**config.mk**
```make
export PLATFORM = sky130hd
export DESIGN_NAME = pair_accumulator
export DESIGN_NICKNAME = d
export VERILOG_FILES = /design/src/rtl/pair_acc_pkg.sv /design/src/rtl/pair_window_detect.sv /design/src/rtl/pair_accumulator.sv
export SDC_FILE = /design/constraint.sdc
export NUM_CORES = 1
export LEC_CHECK = 0
export ABC_AREA = 1
export CORE_MARGIN = 2
export CORE_UTILIZATION = 60
export DETAILED_ROUTE_END_ITERATION = 7
export DONT_BUFFER_PORTS = 1
export PLACE_DENSITY_LB_ADDON = 0.15
export SLEW_MARGIN = 20
export SYNTH_ARGS = -nofsm -noshare
export SYNTH_HDL_FRONTEND = slang
export SYNTH_SLANG_ARGS = --single-unit
```
**constraint.sdc**
```tcl
create_clock -name clk -period 2.55 [get_ports clk]
set_clock_uncertainty 0.2 [all_clocks]
set_input_delay 0.1275 -clock clk [delete_from_list [all_inputs] [get_ports clk]]
set_output_delay 0.1275 -clock clk [all_outputs]
set_load 0.02 [all_outputs]
```
**src/rtl/pair_acc_pkg.sv**
```systemverilog
// Shared constants and types for the even/odd address-pair counter and its accumulator.
package pair_acc_pkg;

   localparam int ADDR_W     = 14;
   localparam int DATA_W     = 8;
   localparam int ACC_W      = 20;
   localparam int CNT_W      = 10;
   localparam int START_ADDR = 6144;
   localparam int END_ADDR   = 7166;
   localparam int N_PAIRS    = (END_ADDR - START_ADDR) / 2 + 1;

   // Window bounds as address-width vectors, plus the counter's terminal hold value.
   localparam logic [ADDR_W-1:0] WIN_LO    = ADDR_W'(START_ADDR);
   localparam logic [ADDR_W-1:0] WIN_HI    = ADDR_W'(END_ADDR);
   localparam logic [ADDR_W-1:0] TERM_ADDR = ADDR_W'(END_ADDR + 2);

   typedef enum logic [1:0] {
      IDLE  = 2'd0,
      ACCUM = 2'd1,
      DONE  = 2'd2
   } acc_state_t;

endpackage

```
**src/rtl/pair_window_detect.sv**
```systemverilog
// Stage 1: samples Q_a and flags fresh, well-formed, in-window pairs or malformed ones.
module pair_window_detect #(
   parameter int ADDR_W     = 14,
   parameter int START_ADDR = 6144,
   parameter int END_ADDR   = 7166
) (
   input  logic              clk,
   input  logic              reset,
   input  logic [ADDR_W-1:0] q_a,
   input  logic [ADDR_W-1:0] q_b,
   output logic              new_pair_det,
   output logic              new_pair,
   output logic              err_pulse,
   output logic [ADDR_W-1:0] qa_reg
);
   import pair_acc_pkg::*;

   localparam logic [ADDR_W-1:0] LO = ADDR_W'(START_ADDR);
   localparam logic [ADDR_W-1:0] HI = ADDR_W'(END_ADDR);

   logic [ADDR_W-1:0] qa_q, qa_d;
   logic              seen_q, seen_d;
   logic              new_pair_q, new_pair_d;
   logic              err_q, err_d;
   logic              in_win;
   logic              pair_ok;
   logic              is_new;

   always_comb begin
      in_win     = (q_a[0] == 1'b0) && (q_a >= LO) && (q_a <= HI);
      pair_ok    = (q_b == q_a + ADDR_W'(1));
      // A held address only counts on its first cycle; seen_q covers the first sample after reset.
      is_new     = !seen_q || (q_a != qa_q);
      new_pair_d = in_win && pair_ok && is_new;
      err_d      = in_win && !pair_ok;
      qa_d       = q_a;
      seen_d     = 1'b1;
   end

   always_ff @(posedge clk or negedge reset) begin
      if (!reset) begin
         qa_q       <= '0;
         seen_q     <= 1'b0;
         new_pair_q <= 1'b0;
         err_q      <= 1'b0;
      end else begin
         qa_q       <= qa_d;
         seen_q     <= seen_d;
         new_pair_q <= new_pair_d;
         err_q      <= err_d;
      end
   end

   assign new_pair_det = new_pair_d;
   assign new_pair     = new_pair_q;
   assign err_pulse    = err_q;
   assign qa_reg       = qa_q;

endmodule

```
**src/rtl/pair_accumulator.sv**
```systemverilog
// Accumulates ROM pair sums over a fixed address window: total, maximum with address, count, error.
module pair_accumulator #(
   parameter int ADDR_W     = 14,
   parameter int DATA_W     = 8,
   parameter int ACC_W      = 20,
   parameter int START_ADDR = 6144,
   parameter int END_ADDR   = 7166,
   parameter int N_PAIRS    = (END_ADDR - START_ADDR) / 2 + 1
) (
   input  logic              clk,
   input  logic              reset,
   input  logic [ADDR_W-1:0] Q_a,
   input  logic [ADDR_W-1:0] Q_b,
   input  logic [DATA_W-1:0] rom_q_a,
   input  logic [DATA_W-1:0] rom_q_b,
   output logic [ACC_W-1:0]  sum,
   output logic [DATA_W:0]   max_sum,
   output logic [ADDR_W-1:0] max_addr,
   output logic [9:0]        pair_cnt,
   output logic              busy,
   output logic              done,
   output logic              pair_err
);
   import pair_acc_pkg::*;

   logic              new_pair_det;
   logic              new_pair;
   logic              err_pulse;
   logic [ADDR_W-1:0] qa_reg;

   acc_state_t        state_q, state_d;
   logic [ACC_W-1:0]  sum_q, sum_d;
   logic [DATA_W:0]   max_q, max_d;
   logic [ADDR_W-1:0] max_addr_q, max_addr_d;
   logic [9:0]        cnt_q, cnt_d;
   logic              err_q, err_d;
   logic [DATA_W:0]   psum;
   logic              accept;

   pair_window_detect #(
      .ADDR_W     (ADDR_W),
      .START_ADDR (START_ADDR),
      .END_ADDR   (END_ADDR)
   ) u_detect (
      .clk          (clk),
      .reset        (reset),
      .q_a          (Q_a),
      .q_b          (Q_b),
      .new_pair_det (new_pair_det),
      .new_pair     (new_pair),
      .err_pulse    (err_pulse),
      .qa_reg       (qa_reg)
   );

   always_comb begin
      state_d    = state_q;
      sum_d      = sum_q;
      max_d      = max_q;
      max_addr_d = max_addr_q;
      cnt_d      = cnt_q;
      err_d      = err_q;
      psum       = {1'b0, rom_q_a} + {1'b0, rom_q_b};
      // Stage-1 flags lead the FSM by one edge, so a registered pair always lands in ACCUM or DONE.
      accept     = new_pair && (state_q == ACCUM);

      if (accept) begin
         sum_d = sum_q + ACC_W'(psum);
         cnt_d = cnt_q + 10'd1;
         if (psum > max_q) begin
            max_d      = psum;
            max_addr_d = qa_reg;
         end
      end

      if (err_pulse && (state_q != DONE)) begin
         err_d = 1'b1;
      end

      case (state_q)
         IDLE:    if (new_pair_det) state_d = ACCUM;
         ACCUM:   if (accept && (cnt_q == 10'(N_PAIRS - 1))) state_d = DONE;
         DONE:    state_d = DONE;
         default: state_d = IDLE;
      endcase
   end

   always_ff @(posedge clk or negedge reset) begin
      if (!reset) begin
         state_q    <= IDLE;
         sum_q      <= '0;
         max_q      <= '0;
         max_addr_q <= '0;
         cnt_q      <= '0;
         err_q      <= 1'b0;
      end else begin
         state_q    <= state_d;
         sum_q      <= sum_d;
         max_q      <= max_d;
         max_addr_q <= max_addr_d;
         cnt_q      <= cnt_d;
         err_q      <= err_d;
      end
   end

   assign sum      = sum_q;
   assign max_sum  = max_q;
   assign max_addr = max_addr_q;
   assign pair_cnt = cnt_q;
   assign busy     = (state_q == ACCUM);
   assign done     = (state_q == DONE);
   assign pair_err = err_q;

endmodule

```
* Word level (Yosys, flattened, before mapping)
Index checks and enable logic that the tools add are counted.
** Word-level totals
- Memories kept :: 0
- Input port bits :: 46
- ROM bits :: 0
- Output and inout bits :: 56
- Bits in writable memories :: 0
- Flip-flop bits (word level) :: 73
- Bits in latches :: 0
** Operators by class
- Multiplexer cells :: 3
- Shifts and indexed selects :: 0
- Add/subtract/negate cells :: 4
- Equality and inequality tests :: 8
- $mul :: 0
- Div/mod/pow operators :: 0
- Reductions and logical operators :: 14
- Bitwise gates (word level) :: 1
- Magnitude comparators :: 3
** Operators with widths (number)
- 20-bit by 9-bit adder with 20-bit output :: 1
- 14-bit by 1-bit adder with 14-bit output, second input constant :: 1
- 14-bit == test :: 1
- 14-bit by 13-bit >= comparator with 1-bit output, second input constant :: 1
- 14-bit by 13-bit <= comparator with 1-bit output, second input constant :: 1
- 14-bit != test :: 1
- 10-bit by 1-bit adder with 10-bit output, second input constant :: 1
- 10-bit by 9-bit == test with 1-bit output, second input constant :: 1
- 8-bit by 8-bit adder with 9-bit output :: 1
- 9-bit greater-than comparator :: 1
- 1-bit logical AND :: 8
- 2-bit case mux with 3 select lines :: 1
- 2-bit 2-to-1 mux :: 2
- 2-bit by 1-bit != test with 1-bit output, second input constant :: 2
- 2-bit AND reduction :: 2
- 2-bit by 1-bit == test with 1-bit output, second input constant :: 1
- 2-bit == test, second input constant :: 1
- 1-bit logical NOT :: 2
- 2-bit logical NOT :: 1
- 2-bit != test, second input constant :: 1
- 1-bit logical OR :: 1
- 1-bit inverter :: 1

* Longest topological paths before layout
- Depth after elaboration :: 7
- Gate-level depth with buffers :: 20
- Gate-level depth less buffers :: 20

* By module
Synthesis repeated with hierarchy kept, for this count alone.
** Second synthesis, totals
- Cell total of the unflattened synthesis :: 653
- Area, all modules :: 4865.9 µm²
** By module, submodules not included
- pair_accumulator :: area an instance 3618.5 µm², cells each 472, times used 1
- pair_window_detect :: area an instance 1247.4 µm², cells each 181, times used 1

* Worst setup path before layout
Ideal clock, no wire load.
- Kind :: input-to-reg
- Start point :: in rom_q_a[0]
- End point :: reg max_q[2], in the netlist max_sum[2]
- Stages :: 18
- Data required time :: 2217 ps
- Path slack :: -400 ps
- Arrival time :: 2617 ps
- Setup time :: 133 ps
- Path through :: ha_1 -> inv_1 -> fa_1 -> o21ai_0 -> nand2_1 -> nand2_1 -> a21oi_1 -> xor2_1 -> inv_1 -> ha_1 -> nand2_1 -> nor2_1 -> nand3b_1 -> o2111ai_1 -> nand2_1 -> inv_1 -> clkbuf_1 -> o21ai_0
** Between the ends
- Word-level cells in the longest chain between the ends :: 3
** Ends and longest elaborated chain
- start: declaration :: RTL line pair_accumulator.sv:14 : input logic [DATA_W-1:0] rom_q_a,
- 8-bit by 8-bit adder with 9-bit output :: RTL line pair_accumulator.sv:62 : psum = {1'b0, rom_q_a} + {1'b0, rom_q_b};
- named net psum[6] :: RTL line pair_accumulator.sv:37 : logic [DATA_W:0] psum;
- 9-bit greater-than comparator :: RTL line pair_accumulator.sv:69 : if (psum > max_q) begin
- 2-bit AND reduction (no line)
- end signal: assignment :: RTL line pair_accumulator.sv:98 : max_q <= max_d;
- end: declaration :: RTL line pair_accumulator.sv:33 : logic [DATA_W:0] max_q, max_d;
The timed path passes the listed nets, and every way through them passes these cells.
A chain may end at the register's enable or synchronous reset.

* Worst setup path in the final report
- Start point :: in rom_q_a[0]
- End point :: reg max_addr_q[4], in the netlist max_addr[4]
** Between the ends
- Word-level cells in the longest chain between the ends :: 3
** Ends and longest elaborated chain
- 8-bit by 8-bit adder with 9-bit output :: RTL line pair_accumulator.sv:62
- named net psum[8] :: RTL line pair_accumulator.sv:37
- 9-bit greater-than comparator :: RTL line pair_accumulator.sv:69
- 2-bit AND reduction (no line)
- end signal: assignment :: RTL line pair_accumulator.sv:99 : max_addr_q <= max_addr_d;
- end: declaration :: RTL line pair_accumulator.sv:34 : logic [ADDR_W-1:0] max_addr_q, max_addr_d;
The timed path passes the listed nets, and every way through them passes these cells.

==> impl_summary.md <==
Setup path
STA classifies the critical path endpoint as a flop. The launch point of the worst reg-to-reg path is sum[1]$_DFFE_PN0P_. The timing startpoint of the critical path is rom_q_a[0]. The critical path ends at max_addr[4]$_DFFE_PN0P_. The kind of cell adding the most delay to the critical path is compound AO/OA/AOI/OAI gates. In this run the critical register-to-register path is captured at sum[15]$_DFFE_PN0P_. The critical path data required time is 2.64 ns. STA puts the critical path data arrival time at 2.57 ns.

The cell depth of the worst setup path is 19. The number of buffers and inverters on the critical path is 5. STA classifies the critical path startpoint as an input pin.

The worst register-to-register path has a setup slack of 0.29 ns. The count of cells along the worst register-to-register path is 12. The maximum single-stage delay on the critical path is 0.34 ns.

Walking the worst path, the cells encountered are ha_4 -> inv_2 -> fa_2 -> o21ai_2 -> nand2_1 -> nand2_1 -> a21oi_2 -> inv_1 -> a21oi_1 -> o21bai_2 -> buf_4 -> ha_4 -> nand4_1 -> o31ai_1 -> inv_1 -> nand2_4 -> clkbuf_16 -> nand2_2 -> o21ai_1. The cell with the largest stage delay on the worst path is sky130_fd_sc_hd__fa_2. The worst setup path is of the in -> reg kind.

Along the worst path, the maximum fanout reaches 7.

Synthesis
The post-synth net total is 638. The adder-cell share of the synthesized area is 0.105. Sorting the synthesized cells by how often they occur yields 150 x sky130_fd_sc_hd__nand2_1, 74 x sky130_fd_sc_hd__inv_1, 73 x sky130_fd_sc_hd__dfrtp_1. Of the total synthesized cell area, the portion taken by XOR and XNOR cells is 0.0905. The synthesized design spends more area on one cell type than any other, namely sky130_fd_sc_hd__dfrtp_1. The most common flop cell mapped by yosys is sky130_fd_sc_hd__dfrtp_1. In this run, distinct cell masters in the synthesized netlist total 32. The portion of synthesized area spent on multiplexers is 0. The summed instance area of the synthesized netlist is 0.00445 sq mm. The most repeated cell in the gate-level netlist after synthesis is sky130_fd_sc_hd__nand2_1. The share of synthesized registers carrying an async set or reset is 1.00. Synthesis handed over a netlist of 556 instances.

The synthesized design contains 73 register bits. The area fraction in compound gates after synthesis came to 0.0922. Counting flops with a built-in enable in the synthesized netlist gives 0. Of the post-synthesis cell area, the dominant cell type holds 0.410.

By area the synthesized netlist is led by sky130_fd_sc_hd__dfrtp_1 41%, sky130_fd_sc_hd__nand2_1 13%, sky130_fd_sc_hd__ha_1 9.6%, sky130_fd_sc_hd__inv_1 6.2%, sky130_fd_sc_hd__xor2_1 4.9%. Yosys printed 0 warnings. The share of synthesized area occupied by flip-flops and latches is 0.410. The main combinational cell family by area after synthesis is simple AND/OR/NAND/NOR gates. Dividing the synthesized area by the synthesized cell count gives 8.01 sq um. Of the total synthesized cell area, the portion taken by AND, OR, NAND and NOR gates is 0.233.

Placed design
The detailed-placement wirelength estimate is 7580 microns. At the end of routability-driven placement, the weighted congestion stood at 0.920. The number of buffers added on ports is 0.

Pwr
The internal power consumption is 2.07 mW. Of the total power, combinational logic draws 0.300. Of the total power, the clock network draws 0.301. The overall power after layout is 3.06 mW. The leakage dissipation is 2.80 nW. The peak supply drop is 0.617 mV.

In this run the power density over the cells is 542 mW/mm^2. The reported net switching power is 0.989 mW. The switching power share of the total is 0.323. The sequential fraction of design power is 0.399.

Clock network
CTS placed an instance of sky130_fd_sc_hd__clkbuf_8 at the clock tree root. The number of buffers created by CTS is 9. The tree built by TritonCTS fans out to 73 sinks. The clock tree buffer depth is 2. The clock network latency to the later pin of the worst-skew pair is 0.35 ns. Clock-pin slew was measured on the worst setup and hold paths at 0.09 ns.

The clock tree synthesis step divided the H-tree into 3 levels. TritonCTS built the clock tree.

Timing
The minimum clock period after layout is 2.48 ns. Setup repair after global routing could not meet its margin everywhere. Summed over all failing endpoints, the final setup total negative slack is 0 ns. The total count of max-transition violations in the final report came to 0.

The number of hold violations in the final report is 0. For the pin with the worst max-slew slack, the measured transition is 0.546 ns. Measured against its own limit, the worst slew margin works out to 0.633. The number of failing setup endpoints in the final timing report is 0. For this run, the top clock speed supported by timing is 403 MHz. The share of the clock period used by the worst path is 0.973.

Global route
The number of antenna violations at the first check in global routing came to 0. The combined global-route utilization of all metal layers is 0.268. The largest net degree at the start of global routing is 74. The final global-route overflow total is 0. The first global-routing pass estimated 17700 microns of wire. For met3 alone, demand over resource in global routing was 0.0528. The number of global-route vias before repair came to 3902. The global routing met2 resource utilization is 0.479. The most utilized layer in the global route result is met2. For met1 alone, demand over resource in global routing was 0.320.

Drt
The via count is 3924. The pre-antenna-repair detailed-routing pass consisted of 4 iterations. The post-detailed-routing wire length is 11300 microns.

The antenna violation net count after detailed routing is 0. The first-iteration detailed-routing DRC count is 135. The number of remaining DRC errors is 0. In the final routed layout, each cell accounts on average for 15.6 microns.

Dividing the detail-routed via count by the number of cells gives 5.40.

Final layout
Of the cells placed in the final design, the portion with a size suffix greater than 1 is 0.210. Relative to the synthesized area, the layout overhead comes to 26.7%. The register with the most flip-flops in the layout has 20 of them. The number of antenna diodes is 0. The number of nets in the layout is 705.

Floorplan
The number of top-level pins is 102. The placement row count is 31. The initial standard-cell utilization of the core is 0.617. After floorplanning, the core was sized to cover 0.00721 sq mm. The die outline height is 90.2 microns.

The die is 90.2 microns wide. The die covers 0.00813 sq mm.

Flow run
The max capacitance violation total is 0.

Outcome
The run finished with clean final reports.

Min path
The class of the most critical hold timing path is in -> reg.
[repair_timing]
action / CTS / global route
endpoints found under the hold margin: 92 / 0
setup endpoints to repair: 0 / 37
setup buffers: 0 / 3
resized for setup: 0 / 76
hold buffers: 19 / 0
[area by class of cell]
class                      instances  area [sq um]
sequential                        73          1830
timing repair buffer              62           589
inverter                          75           287
tap                               99           124
multi-input combinational        402          2620
clock inverter                     6          67.6
clock buffer                      10           128
fill                             530          1570
[tightest hold or removal path, stage by stage]
cell and delay (ns):
sky130_fd_sc_hd__ha_1 0.11, sky130_fd_sc_hd__o21bai_2 0.15, sky130_fd_sc_hd__nand2_1 0.06, sky130_fd_sc_hd__o21ai_0 0.07
[worst min-delay path by stage]
stage                     slack (ns)       start                      endpoint  depth (start not counted)
final                           0.01  rom_q_b[7]        max_sum[8]$_DFFE_PN0P_                          4
after detailed placement       -0.36       reset        max_sum[1]$_DFFE_PN0P_                          0
after CTS                      0.005      Q_a[7]  u_detect.err_pulse$_DFF_PN0_                          5
after global placement         -0.37       reset        max_sum[3]$_DFFE_PN0P_                          0
after floorplan                -0.37       reset       max_addr[0]$_DFFE_PN0P_                          0
after global routing            0.05  rom_q_b[7]        max_sum[8]$_DFFE_PN0P_                          4
[metal layers]
layer / routed length, microns / share of wire / vias to the layer above
met3: 638 / 0.056 / 27
met2: 5780 / 0.51 / 133
met5: 0 / 0 / -
met1: 4650 / 0.41 / 1839
li1: - / - / 1925
met4: 252 / 0.022 / 0
[cells in the final DEF, fill, tap and decap left out, types with 4 or more instances in the layout]
cell type / synthesis / final
sky130_fd_sc_hd__o22ai_1: 5 / 5
sky130_fd_sc_hd__nand3_2: 3 / 4
sky130_fd_sc_hd__nor2_2: 2 / 5
sky130_fd_sc_hd__nor4_1: 4 / 4
sky130_fd_sc_hd__nand2_4: 0 / 4
sky130_fd_sc_hd__inv_1: 74 / 68
sky130_fd_sc_hd__clkbuf_8: 0 / 9
sky130_fd_sc_hd__o21ai_2: 0 / 7
sky130_fd_sc_hd__nor2_1: 35 / 32
sky130_fd_sc_hd__o21ai_0: 39 / 16
sky130_fd_sc_hd__ha_4: 0 / 10
sky130_fd_sc_hd__buf_4: 0 / 37
sky130_fd_sc_hd__nand2_2: 2 / 21
sky130_fd_sc_hd__nand3_1: 28 / 27
sky130_fd_sc_hd__xnor2_1: 21 / 21
sky130_fd_sc_hd__o21ai_1: 0 / 16
sky130_fd_sc_hd__nand2_1: 150 / 127
sky130_fd_sc_hd__xor2_1: 25 / 24
sky130_fd_sc_hd__ha_1: 34 / 23
sky130_fd_sc_hd__a21oi_1: 23 / 18
sky130_fd_sc_hd__a21oi_2: 0 / 5
sky130_fd_sc_hd__dlygate4sd3_1: 0 / 18
sky130_fd_sc_hd__inv_2: 0 / 4
sky130_fd_sc_hd__nand4_1: 9 / 9
sky130_fd_sc_hd__dfrtp_1: 73 / 73
[metrics by stage]
stage	setup WS, ns	area, sq um	util	hold WS (ns)	std cells
finish	0.0685	5640	0.782	0.0114	727
global route	-0.147	5640	0.782	0.0494	727
CTS	0.0273	5300	0.735	0.00510	721
detailed placement	-0.302	4900	0.679	-0.365	686
global placement	-0.286	4900	0.679	-0.365	686
floorplan	-0.0941	4530	-	-0.368	556
[kinds of logic (layout without fill, tap and decap cells)]
| family | after synthesis | count (layout) |
|---|---|---|
| AOI/OAI and AO/OA | 76 | 76 |
| xor gates and xnor gates | 46 | 46 |
| DFF | 73 | 73 |
| buffers and inverters | 81 | 153 |
| other | 1 | 1 |
| and+or+nand+nor | 243 | 243 |
| adders and majority gates | 36 | 36 |
[power by group through the flow]
stage	registers, mW	logic [mW]	clock network (mW)
2_1_floorplan	1.24	0.511	0
4_1_cts	1.22	0.797	0.928
3_3_place_gp	1.24	0.714	0
5_1_grt	1.22	1.03	0.977
6_report	1.22	0.918	0.922
3_5_place_dp	1.24	0.732	0
Note: power is estimated with default switching activity, not from simulation.
